[src/rtl/sync_fifo_param.sv]
// Single-clock FIFO with an arbitrary (non power-of-two) depth, occupancy flags,
// a one-cycle registered read port, synchronous flush and sticky error flags.
module sync_fifo_param #(
    parameter int DATA_WIDTH = 8,
    parameter int DEPTH      = 46,
    parameter int AF_TH      = 44,
    parameter int AE_TH      = 2,
    localparam int PTR_W     = $clog2(DEPTH),
    localparam int CNT_W     = $clog2(DEPTH + 1)
) (
    input  logic                  clk,
    input  logic                  rst_n,
    input  logic                  w_en,
    input  logic [DATA_WIDTH-1:0] data_in,
    input  logic                  r_en,
    input  logic                  flush,
    input  logic                  clr_err,
    output logic [DATA_WIDTH-1:0] data_out,
    output logic                  r_valid,
    output logic                  full,
    output logic                  empty,
    output logic                  almost_full,
    output logic                  almost_empty,
    output logic [CNT_W-1:0]      count,
    output logic [PTR_W-1:0]      wptr,
    output logic [PTR_W-1:0]      rptr,
    output logic                  overflow,
    output logic                  underflow
);

    generate
        if (!(DEPTH >= 2 && AE_TH >= 1 && AE_TH < AF_TH && AF_TH <= DEPTH)) begin : g_bad_cfg
            $error("sync_fifo_param: need DEPTH >= 2 and 1 <= AE_TH < AF_TH <= DEPTH");
        end
    endgenerate

    localparam logic [PTR_W-1:0] PTR_LAST = PTR_W'(DEPTH - 1);
    localparam logic [CNT_W-1:0] CNT_FULL = CNT_W'(DEPTH);
    localparam logic [CNT_W-1:0] CNT_AF   = CNT_W'(AF_TH);
    localparam logic [CNT_W-1:0] CNT_AE   = CNT_W'(AE_TH);

    logic [DATA_WIDTH-1:0] mem_r [DEPTH];
    logic [DATA_WIDTH-1:0] data_out_r;
    logic                  r_valid_r;
    logic [PTR_W-1:0]      wptr_r;
    logic [PTR_W-1:0]      rptr_r;
    logic [CNT_W-1:0]      count_r;
    logic                  overflow_r;
    logic                  underflow_r;

    logic                  full_s;
    logic                  empty_s;
    logic                  almost_full_s;
    logic                  almost_empty_s;
    logic                  rd_acc_s;
    logic                  wr_acc_s;
    logic                  ovf_set_s;
    logic                  unf_set_s;
    logic [PTR_W-1:0]      wptr_nxt_s;
    logic [PTR_W-1:0]      rptr_nxt_s;
    logic [CNT_W-1:0]      count_nxt_s;
    logic                  overflow_nxt_s;
    logic                  underflow_nxt_s;

    // Wrapping increment: the last index folds back to 0 so non power-of-two depths work.
    function automatic logic [PTR_W-1:0] ptr_inc(input logic [PTR_W-1:0] p);
        logic [PTR_W-1:0] r;
        if (p == PTR_LAST) begin
            r = {PTR_W{1'b0}};
        end else begin
            r = p + PTR_W'(1);
        end
        return r;
    endfunction

    // Occupancy flags decoded straight from the count register.
    always_comb begin
        full_s         = (count_r == CNT_FULL);
        empty_s        = (count_r == {CNT_W{1'b0}});
        almost_full_s  = (count_r >= CNT_AF);
        almost_empty_s = (count_r <= CNT_AE);
    end

    // Accept decisions; flush suppresses both requests and any error they would raise.
    always_comb begin
        rd_acc_s  = !flush && r_en && !empty_s;
        wr_acc_s  = !flush && w_en && (!full_s || rd_acc_s);
        ovf_set_s = !flush && w_en && !wr_acc_s;
        unf_set_s = !flush && r_en && empty_s;
    end

    // Next pointer and occupancy values.
    always_comb begin
        wptr_nxt_s  = wptr_r;
        rptr_nxt_s  = rptr_r;
        count_nxt_s = count_r;
        if (flush) begin
            wptr_nxt_s  = {PTR_W{1'b0}};
            rptr_nxt_s  = {PTR_W{1'b0}};
            count_nxt_s = {CNT_W{1'b0}};
        end else begin
            if (wr_acc_s) begin
                wptr_nxt_s = ptr_inc(wptr_r);
            end else begin
                wptr_nxt_s = wptr_r;
            end
            if (rd_acc_s) begin
                rptr_nxt_s = ptr_inc(rptr_r);
            end else begin
                rptr_nxt_s = rptr_r;
            end
            case ({wr_acc_s, rd_acc_s})
                2'b10:   count_nxt_s = count_r + CNT_W'(1);
                2'b01:   count_nxt_s = count_r - CNT_W'(1);
                default: count_nxt_s = count_r;
            endcase
        end
    end

    // Sticky error flags: a new event outranks a clear in the same cycle.
    always_comb begin
        if (ovf_set_s) begin
            overflow_nxt_s = 1'b1;
        end else if (clr_err) begin
            overflow_nxt_s = 1'b0;
        end else begin
            overflow_nxt_s = overflow_r;
        end
        if (unf_set_s) begin
            underflow_nxt_s = 1'b1;
        end else if (clr_err) begin
            underflow_nxt_s = 1'b0;
        end else begin
            underflow_nxt_s = underflow_r;
        end
    end

    // Control state and registered read port.
    always_ff @(posedge clk or negedge rst_n) begin
        if (!rst_n) begin
            wptr_r      <= {PTR_W{1'b0}};
            rptr_r      <= {PTR_W{1'b0}};
            count_r     <= {CNT_W{1'b0}};
            data_out_r  <= {DATA_WIDTH{1'b0}};
            r_valid_r   <= 1'b0;
            overflow_r  <= 1'b0;
            underflow_r <= 1'b0;
        end else begin
            wptr_r      <= wptr_nxt_s;
            rptr_r      <= rptr_nxt_s;
            count_r     <= count_nxt_s;
            r_valid_r   <= rd_acc_s;
            overflow_r  <= overflow_nxt_s;
            underflow_r <= underflow_nxt_s;
            if (rd_acc_s) begin
                data_out_r <= mem_r[rptr_r];
            end
        end
    end

    // Storage array is deliberately left without reset.
    always_ff @(posedge clk) begin
        if (wr_acc_s) begin
            mem_r[wptr_r] <= data_in;
        end
    end

    assign data_out     = data_out_r;
    assign r_valid      = r_valid_r;
    assign full         = full_s;
    assign empty        = empty_s;
    assign almost_full  = almost_full_s;
    assign almost_empty = almost_empty_s;
    assign count        = count_r;
    assign wptr         = wptr_r;
    assign rptr         = rptr_r;
    assign overflow     = overflow_r;
    assign underflow    = underflow_r;

    sync_fifo_param_chk #(
        .DEPTH (DEPTH),
        .PTR_W (PTR_W),
        .CNT_W (CNT_W)
    ) u_chk (
        .clk   (clk),
        .rst_n (rst_n),
        .wptr  (wptr_r),
        .rptr  (rptr_r),
        .count (count_r),
        .full  (full_s),
        .empty (empty_s)
    );

endmodule

// Structural invariants of the FIFO state, kept apart from the datapath.
module sync_fifo_param_chk #(
    parameter int DEPTH = 46,
    parameter int PTR_W = 6,
    parameter int CNT_W = 6
) (
    input logic             clk,
    input logic             rst_n,
    input logic [PTR_W-1:0] wptr,
    input logic [PTR_W-1:0] rptr,
    input logic [CNT_W-1:0] count,
    input logic             full,
    input logic             empty
);

    a_wptr_range: assert property (@(posedge clk) disable iff (!rst_n) int'(wptr) < DEPTH);
    a_rptr_range: assert property (@(posedge clk) disable iff (!rst_n) int'(rptr) < DEPTH);
    a_count_max:  assert property (@(posedge clk) disable iff (!rst_n) int'(count) <= DEPTH);
    a_flags_excl: assert property (@(posedge clk) disable iff (!rst_n) !(full && empty));

endmodule

[config.mk]
export PLATFORM = sky130hd
export DESIGN_NAME = sync_fifo_param
export DESIGN_NICKNAME = d
export VERILOG_FILES = /design/src/rtl/sync_fifo_param.sv
export SDC_FILE = /design/constraint.sdc
export NUM_CORES = 1
export LEC_CHECK = 0
export BUFFER_PORTS_ARGS = -buffer_cell sky130_fd_sc_hd__buf_4
export CORE_MARGIN = 1.5
export CORE_UTILIZATION = 25
export CTS_BUF_LIST = sky130_fd_sc_hd__clkbuf_16
export DETAILED_ROUTE_END_ITERATION = 12
export PLACE_DENSITY = 0.37
export SKIP_LAST_GASP = 1
export SLEW_MARGIN = 10
export SYNTH_ARGS = -nofsm -noshare
export SYNTH_HDL_FRONTEND = slang
export SYNTH_SLANG_ARGS = --single-unit
[constraint.sdc]
create_clock -name clk -period 3.8 [get_ports clk]
set_clock_uncertainty 0.15 [all_clocks]
set_input_delay 0.19 -clock clk [delete_from_list [all_inputs] [get_ports clk]]
set_output_delay 0.19 -clock clk [all_outputs]
set_load 0.05 [all_outputs]
==> metrics, run 1 <==
clk sinks 397; first-pass GRT wire length 64.7 mm; syn nets 871; Synth Instances 848; routability cong. 0.756; min cycle time layout 3.00 ns; Final Hold Fails 4; post-route cell area 19,000 um^2; Slew headroom 0.218; FFs w/ async S/R, synth 0.0730; Hold EP mem_r[20][1]; DRT Wirelength 44.2 mm; Final Cycle Share 0.790; I/O Pins 47; die area 65,400 um^2; Hold Crit Start data_in[1]; Final setup viols 0; Rows 92; Post-synth EDFFs 368; Syn-to-layout area delta 19.0%; most common cell after layout, fill and taps aside edfxtp_1; Tightest Hold Check Type in -> reg; core area 63,100 um^2; remaining global-route overflow 0; Power Total 10.2 mW; Worst Path Class, Setup reg -> reg; H-Tree Depth 2; n_diodes 0; CTS resizes 0; routed via count 8,324; Placed Cells incl. Taps 1,746; max cap viols 0; Initial DRT Pass Iterations 5; worst setup margin 0.797 ns; CTS buffer count 45; Max clock buf depth 3; most frequent cells in the layout edfxtp_1, buf_4, mux4_2; worst-case reg-to-reg path depth 5; RSZ-0062 raised after global routing no; vias in the first global route 8,671; hold slack -0.000202 ns; Synth Flop Type edfxtp_1; antenna violation net count after detailed routing 0; Vias/cell 4.54; Root Buffer clkbuf_16; Die Width 256 um; drt initial violations 556; Leak 6.17 nW; mapped cell area 16,000 um^2; DP Wirelength 27.1 mm; largest net degree at the start of global routing 58; worst-margin pin slew 1.17 ns; layout cells sized above 1 0.268; Yosys warnings 0; Die H 256 um; worst r2r dst data_out[6]; Worst-Skew Late Latency 0.58 ns; postcts setup bufs 0; clock transition at the registers of the reported paths 0.06 ns; # port buffers 46; fin cells 1,833; Mapped Avg Cell Area 18.8 um^2; dpl cell area 17,600 um^2; Worst Path Max Fanout 27; run status complete, but fails checks; setup TNS 0 ns; reg2reg start rptr[0]; P per Cell Area 534 nW/um^2; Crit path largest cell delay 0.83 ns; critical path, cell by cell buf_12 > mux2_2 > a221oi_1 > o211ai_1 > a221o_1; # nets final 979; Max VDD drop 0.263 mV; R2R Setup Slk 0.80 ns; Critical Path AT 3.32 ns; Slowest-stage cell, CP dfrtp_4; failing checks negative hold slack; routed len/inst 24.1 um; hold path cells 1; Yosys reg bits 397; Req. time, crit path 4.11 ns; worst slack, placed 0.713 ns; max frequency 333 MHz; initial core utilization 0.253; Unique masters post-synth 56; Post-route DRC 0; initial antenna violation count 0; max-slew violation count 0; Crit. End Element flop; CTS tree done; Worst setup SP type flop; Seq/Total Area, Yosys 0.738; Total GRT Usage 0.136
-- flip-flops by register name, summed over array words and instances, names as in the netlist --
register   flops
count          6
data_out       8
mem_r        368
overflow       1
r_valid        1
rptr           6
underflow      1
wptr           6
-- critical path, delay by kind of cell (launching register included) --
kind	cells	cell delay (ns)
flip-flops	1	0.83
AO/OA/AOI/OAI	3	1.22
multiplexers	1	0.37
buffers and inverters	1	0.30
-- synth_stat cells, drive strengths merged, types with 5 or more instances --
master / instances / area (um^2)
ha: 8 / 100
mux2i: 31 / 314
o21ai: 13 / 65.1
a21oi: 20 / 100
dfrtp: 29 / 726
inv: 9 / 33.8
edfxtp: 368 / 11100
nor2b: 5 / 31.3
clkbuf: 25 / 93.8
buf: 25 / 171
a211oi: 9 / 67.6
mux4: 80 / 1800
a2111oi: 6 / 52.6
o221ai: 6 / 52.6
nand2: 20 / 75.1
nand3: 23 / 115
a221oi: 5 / 43.8
nor2: 73 / 274
a221o: 6 / 60.1
nor3: 6 / 30.0
mux2: 14 / 158
o22ai: 5 / 31.3
o211ai: 5 / 37.5
-- logic make-up (layout without fill, tap and decap cells) --
family | count (synthesis) | after routing | share of synthesized area
adders and majority gates | 9 | 9 | 0.00753
DFF | 397 | 397 | 0.738
AOI/OAI and AO/OA | 97 | 97 | 0.0447
muxes | 125 | 125 | 0.142
buffers and inverters | 59 | 198 | 0.0187
xor gates and xnor gates | 4 | 4 | 0.00219
and+or+nand+nor | 157 | 157 | 0.0466
-- power by group --
part	internal [mW]	switching [mW]
Sequential	4.84	0.142
Clock	2.28	1.72
Combinational	0.457	0.709
Total	7.58	2.57
-- how the worst max path moves through the flow --
stage / from / endpoint / depth (start not counted)
final: rptr[0] / data_out[6] / 5
after global routing: count[0] / mem_r[36][1] / 5
after CTS: rptr[0] / data_out[6] / 5
after detailed placement: rptr[0] / data_out[6] / 5
after global placement: rptr[0] / data_out[6] / 5
after floorplan: count[2] / count[5] / 10
-- layer usage --
metal | track usage | vias up | wire (um)
met4 | 0.0344 | 0 | 898
met2 | 0.207 | 166 | 19800
li1 | - | 3682 | -
met5 | 0 | - | 0
met1 | 0.199 | 4421 | 21700
met3 | 0.0265 | 55 | 1770
-- layout make-up --
cell class | count | area [um^2]
repair buffers | 111 | 903
clock inverters | 31 | 159
well taps | 846 | 1060
inverters | 9 | 33.8
clock buffers | 47 | 1180
flip-flops and latches | 397 | 11800
fillers | 6249 | 44100
multi-input cells | 392 | 3880
-- timing repair --
| item | in CTS | in global routing |
|---|---|---|
| endpoints found under the hold margin | 51 | 4 |
| setup endpoints to repair | 0 | 0 |
| hold buffers | 8 | 1 |
-- per-stage QoR --
stage / util / hold slack (ns)
floorplan: - / -0.256
global placement: 0.278 / 0.0196
detailed placement: 0.278 / 0.0197
CTS: 0.301 / 0.00343
global route: 0.301 / 0.0115
finish: 0.301 / -0.000202
No activity file was read; power rests on OpenSTA's default activity.
==> inputs of run 2 (changes only) <==
==> constraint.sdc (replaced) <==
create_clock -name clk -period 3.1 [get_ports clk]
set_clock_uncertainty 0.15 [all_clocks]
set_input_delay 0.155 -clock clk [delete_from_list [all_inputs] [get_ports clk]]
set_output_delay 0.155 -clock clk [all_outputs]
set_load 0.05 [all_outputs]
==> metrics, run 2 (synthesis gave the netlist of run 1 again) <==
run status finished clean (was complete, but fails checks); clock transition at the registers of the reported paths 0.06 ns (about the same); most common cell after layout, fill and taps aside edfxtp_1 (unchanged); Max clock buf depth 3 (unchanged); Worst Path Max Fanout 6 (was 27); Clk network pwr share 0.407 (was 0.394); worst-margin pin slew 0.769 ns (was 1.17 ns); Slowest-stage cell, CP or4_4 (was dfrtp_4); remaining global-route overflow 0 (unchanged); Root Buffer clkbuf_16 (unchanged); layout cells sized above 1 0.294 (was 0.268); Comb power frac 0.116 (was 0.115); antenna violation net count after detailed routing 0 (unchanged); cell-internal power 9.59 mW (was 7.58 mW); largest net degree at the start of global routing 47 (was 58); Vias/cell 4.49 (was 4.54); Rows 92 (unchanged); first-pass GRT wire length 63.8 mm (was 64.7 mm); Sw Share 0.249 (was 0.253); Placed Cells incl. Taps 1,776 (was 1,746); DRT Wirelength 44.3 mm (was 44.2 mm); Req. time, crit path 3.44 ns (was 4.11 ns); # nets final 1,016 (was 979); Syn-to-layout area delta 21.7% (was 19.0%); worst r2r dst count[5] (was data_out[6]); Worst-Skew Late Latency 0.57 ns (was 0.58 ns); I/O Pins 47 (unchanged); Slew headroom 0.474 (was 0.218); Initial DRT Pass Iterations 4 (was 5); Final setup viols 0 (unchanged); Die Width 256 um (unchanged); routed via count 8,419 (was 8,324); R2R Setup Slk 0.20 ns (was 0.80 ns); min cycle time layout 2.90 ns (was 3.00 ns); drt initial violations 614 (was 556); Leak 6.39 nW (was 6.17 nW); Critical Path AT 3.23 ns (was 3.32 ns); P per Cell Area 657 nW/um^2 (was 534 nW/um^2); clk sinks 397 (unchanged); fin cells 1,875 (was 1,833); Crit. End Element flop (unchanged); Sw Pwr 3.18 mW (was 2.57 mW); Total GRT Usage 0.135 (was 0.136); critical path, cell by cell or4_4 > o311ai_4 > nor2_4 > ha_1 > o21ai_0 > o21bai_1 > a21oi_1 > mux2i_1 > mux2i_1 (was buf_12 > mux2_2 > a221oi_1 > o211ai_1 > a221o_1); Post-route DRC 0 (unchanged); H-Tree Depth 2 (unchanged); Final Cycle Share 0.935 (was 0.790); Seq pwr share 0.478 (was 0.491); # port buffers 46 (unchanged); RSZ-0062 raised after global routing no (unchanged); die area 65,400 um^2 (unchanged); CTS buffer count 45 (unchanged); Power Total 12.8 mW (was 10.2 mW); Die H 256 um (unchanged); Crit path largest cell delay 0.57 ns (was 0.83 ns); reg2reg start count[5] (was rptr[0]); max-slew violation count 0 (unchanged); Max VDD drop 0.351 mV (was 0.263 mV); worst-case reg-to-reg path depth 9 (was 5); Critical Path Most Common Cell mux2i_1; core area 63,100 um^2 (unchanged); routability cong. 0.768 (was 0.756); vias in the first global route 8,790 (was 8,671); CTS tree done (unchanged); Worst setup SP type flop (unchanged); critical path's top delay family compound AO/OA/AOI/OAI gates (unchanged); Worst Path Class, Setup reg -> reg (unchanged); Most flops, register mem_r (unchanged); Final Hold Fails 0 (was 4); setup TNS 0 ns (unchanged); most frequent cells in the layout edfxtp_1, buf_4, mux4_2 (unchanged); max cap viols 0 (unchanged); CP Depth 9 (was 5); DP Wirelength 27.9 mm (was 27.1 mm); postcts setup bufs 0 (unchanged); max frequency 345 MHz (was 333 MHz); initial antenna violation count 1 (was 0); max FFs per register 368 (unchanged); initial core utilization 0.253 (unchanged); routed len/inst 23.6 um (was 24.1 um); n_diodes 0 (unchanged); Tightest Hold Check Type in -> reg (unchanged); worst setup path end count[5] (was data_out[6]); Crit. Startpoint count[5] (was rptr[0]); Bufs and invs on worst path 0 (was 1)
run 2: cell count changes in the layout (fill, tap and decap cells not counted), moves of 3 or more:
cell	change
buf_4	+29
bufinv_16	+3
clkinv_1	+8
dfrtp_1	-3
dfrtp_2	+3
dlygate4sd3_1	+7
inv_1	-5
run 2: worst reg2reg max path: stages (launching register included):
cell and delay [ns]:
dfrtp_2 0.43, or4_4 0.57, o311ai_4 0.33, nor2_4 0.11, ha_1 0.35, o21ai_0 0.18, o21bai_1 0.08, a21oi_1 0.17
mux2i_1 0.24, mux2i_1 0.19
run 2: worst min-delay path by stage:
stage / start / end / slack (ns) / cells past startpoint
4_1_cts: flush / count[0] / 0.23 / 3
5_1_grt: flush / count[2] / 0.27 / 3
2_1_floorplan: rst_n / count[0] / -0.29 / 0
3_3_place_gp: rst_n / overflow / -0.03 / 1
6_report: flush / count[0] / 0.29 / 3
3_5_place_dp: rst_n / overflow / -0.03 / 1
run 2: layer usage:
metal | wire length [um] | up-vias | global-route usage | part of all wire
met1 | 21300 | 4458 | 0.188 | 0.48
met5 | 7 | - | 0 | 0.00016
met2 | 20400 | 152 | 0.214 | 0.46
li1 | - | 3752 | - | -
met3 | 1820 | 55 | 0.0288 | 0.041
met4 | 799 | 2 | 0.0344 | 0.018
run 2: metrics by stage:
stage | cell area, um^2 | hold slack [ns] | utilization | setup WS, ns
floorplan | 16000 | -0.291 | - | 0.0323
CTS | 19400 | 0.234 | 0.308 | 0.184
finish | 19400 | 0.292 | 0.308 | 0.201
detailed placement | 17800 | -0.0250 | 0.283 | 0.208
global placement | 17800 | -0.0310 | 0.283 | 0.190
global route | 19400 | 0.272 | 0.308 | 0.0287
run 2: what timing repair did:
item	4_1_cts	5_1_grt
resized for setup	0	0
hold buffers	16	0
endpoints found under the hold margin	403	0
run 2: layout make-up:
cell class	count	area, um^2
Sequential cell	397	11800
Clock buffer	47	1180
Tap cell	846	1060
Multi-Input combinational cell	392	3910
Clock inverter	36	253
Inverter	9	33.8
Fill cell	6232	43600
Timing Repair Buffer	148	1210
run 2: power groups by stage:
stage               clock [mW]  sequential (mW)  combinational [mW]
floorplan                    0             6.35               0.743
global placement             0             6.22                1.49
detailed placement           0             6.22                1.49
CTS                       5.36             6.11                1.52
global route              5.53             6.12                1.57
finish                    5.19             6.10                1.48
==> inputs of run 3 (changes only) <==
--- a/config.mk
+++ b/config.mk
@@ -11,6 +11,7 @@
 export CTS_BUF_LIST = sky130_fd_sc_hd__clkbuf_16
 export DETAILED_ROUTE_END_ITERATION = 12
 export PLACE_DENSITY = 0.37
+export REMOVE_ABC_BUFFERS = 1
 export SKIP_LAST_GASP = 1
 export SLEW_MARGIN = 10
 export SYNTH_ARGS = -nofsm -noshare
==> metrics, run 3 (synthesis gave the netlist of run 1 again) <==
Most flops, register mem_r (unchanged); DP Wirelength 28.1 mm (was 27.9 mm); reg2reg start count[5] (unchanged); Total GRT Usage 0.136 (was 0.135); RSZ-0062 raised after global routing no (unchanged); Syn-to-layout area delta 22.1% (was 21.7%); Power Total 12.9 mW (was 12.8 mW); antenna violation net count after detailed routing 0 (unchanged); worst slack, placed 0.234 ns (was 0.208 ns); DRT Wirelength 44.1 mm (was 44.3 mm); clk sinks 397 (unchanged); Final setup viols 0 (unchanged); Tightest Hold Check Type in -> reg (unchanged); max frequency 347 MHz (was 345 MHz); routed len/inst 23.5 um (was 23.6 um); Hold EP rptr[2] (was count[0]); H-Tree Depth 2 (unchanged); postcts setup bufs 0 (unchanged); Worst-Skew Late Latency 0.59 ns (was 0.57 ns); n_diodes 0 (unchanged); Die H 256 um (unchanged); fin cells 1,878 (was 1,875); Root Buffer clkbuf_16 (unchanged); most common cell after layout, fill and taps aside edfxtp_1 (unchanged); max cap viols 0 (unchanged); Post-route DRC 0 (unchanged); die area 65,400 um^2 (unchanged); Worst setup SP type flop (unchanged); Vias/cell 4.45 (was 4.49); I/O Pins 47 (unchanged); Critical Path AT 3.22 ns (was 3.23 ns); Critical Path Most Common Cell mux2i_1 (unchanged); Crit. End Element flop (unchanged); CTS Hold Bufs 17 (was 16); Fillers 6,230 (was 6,232); clock transition at the registers of the reported paths 0.06 ns (about the same); R2R Setup Slk 0.22 ns (was 0.20 ns); layout cells sized above 1 0.292 (was 0.294); hold slack 0.367 ns (was 0.292 ns); core area 63,100 um^2 (unchanged); Initial DRT Pass Iterations 4 (unchanged); max-slew violation count 0 (unchanged); Slowest-stage cell, CP or4_4 (unchanged); Crit path largest cell delay 0.53 ns (was 0.57 ns); Max clock buf depth 3 (unchanged); Worst Path Class, Setup reg -> reg (unchanged); routability cong. 0.758 (was 0.768); initial core utilization 0.253 (unchanged); first-pass GRT wire length 64.7 mm (was 63.8 mm); hold path cells 4 (was 3); remaining global-route overflow 0 (unchanged); Placed Cells incl. Taps 1,777 (was 1,776); run status finished clean (unchanged); setup TNS 0 ns (unchanged); CTS resizes 0 (unchanged); critical path, cell by cell or4_4 > o311ai_4 > nor2_1 > ha_1 > o21ai_0 > o21bai_1 > a21oi_1 > mux2i_1 > mux2i_1 (was or4_4 > o311ai_4 > nor2_4 > ha_1 > o21ai_0 > o21bai_1 > a21oi_1 > mux2i_1 > mux2i_1); worst-margin pin slew 0.866 ns (was 0.769 ns); # port buffers 46 (unchanged); # nets final 1,019 (was 1,016); initial antenna violation count 0 (was 1); most frequent cells in the layout edfxtp_1, buf_4, mux4_2 (unchanged); Final Cycle Share 0.930 (was 0.935); Die Width 256 um (unchanged); Max VDD drop 0.369 mV (was 0.351 mV); Rows 92 (unchanged); worst setup margin 0.217 ns (was 0.201 ns); Slew headroom 0.408 (was 0.474); worst r2r dst count[5] (unchanged); Final Hold Fails 0 (unchanged); worst-case reg-to-reg path depth 9 (unchanged); Hold Crit Start flush (unchanged); largest net degree at the start of global routing 47 (unchanged); CTS buffer count 46 (was 45); Worst Path Max Fanout 6 (unchanged); max FFs per register 368 (unchanged); vias in the first global route 8,889 (was 8,790); routed via count 8,366 (was 8,419); Req. time, crit path 3.44 ns (about the same); P per Cell Area 660 nW/um^2 (was 657 nW/um^2); CTS tree done (unchanged); drt initial violations 618 (was 614); min cycle time layout 2.88 ns (was 2.90 ns); Leak 6.43 nW (was 6.39 nW)
-- run 3: changes by cell type in the layout (fill, tap and decap cells not counted), moves of 2 or more --
cell	before	now
clkinvlp_4	0	2
dfrtp_1	23	26
clkinv_1	13	10
clkinv_8	0	2
buf_12	5	7
dfrtp_2	4	1
-- run 3: report_power, final --
group	switching (mW)	internal (mW)	leakage, nW	total, mW
clock network	2.20	3.08	0.758	5.28
logic	0.901	0.600	1.98	1.50
registers	0.133	5.94	3.69	6.07
-- run 3: routing by layer --
| metal | up-vias | GRT usage | wire (um) | part of all wire |
|---|---|---|---|---|
| met3 | 68 | 0.0255 | 1680 | 0.038 |
| met5 | - | 0 | 0 | 0 |
| li1 | 3755 | - | - | - |
| met2 | 182 | 0.215 | 20400 | 0.46 |
| met1 | 4361 | 0.192 | 21000 | 0.48 |
| met4 | 0 | 0.0396 | 1070 | 0.024 |
-- run 3: final cells by class --
cell class	instances	area, um^2	share of cell area
clock inverters	37	288	0.0148
clock buffers	47	1180	0.0604
well taps	846	1060	0.0543
flip-flops and latches	397	11800	0.605
repair buffers	150	1250	0.0644
inverters	9	33.8	0.00173
multi-input cells	392	3880	0.199
-- run 3: how the worst max path moves through the flow --
stage / end / slack, ns / start / depth (start not counted)
CTS: count[5] / 0.21 / count[5] / 9
global route: count[5] / 0.03 / count[5] / 9
finish: count[5] / 0.22 / count[5] / 9
floorplan: data_out[1] / -2.70 / rptr[0] / 5
detailed placement: count[5] / 0.23 / count[5] / 9
global placement: count[5] / 0.18 / count[5] / 9
-- run 3: through the flow --
stage                      util  instance area, um^2
final                     0.309                19500
after global routing      0.309                19500
after CTS                 0.309                19500
after floorplan               -                15700
after detailed placement  0.283                17800
after global placement    0.283                17800
-- run 3: critical path: cells and delay by family, from the launching register on --
family	cells	cell delay (ns)
muxes	2	0.44
and+or+nand+nor	2	0.71
DFF	1	0.43
AOI/OAI and AO/OA	4	0.72
adders and majority gates	1	0.36
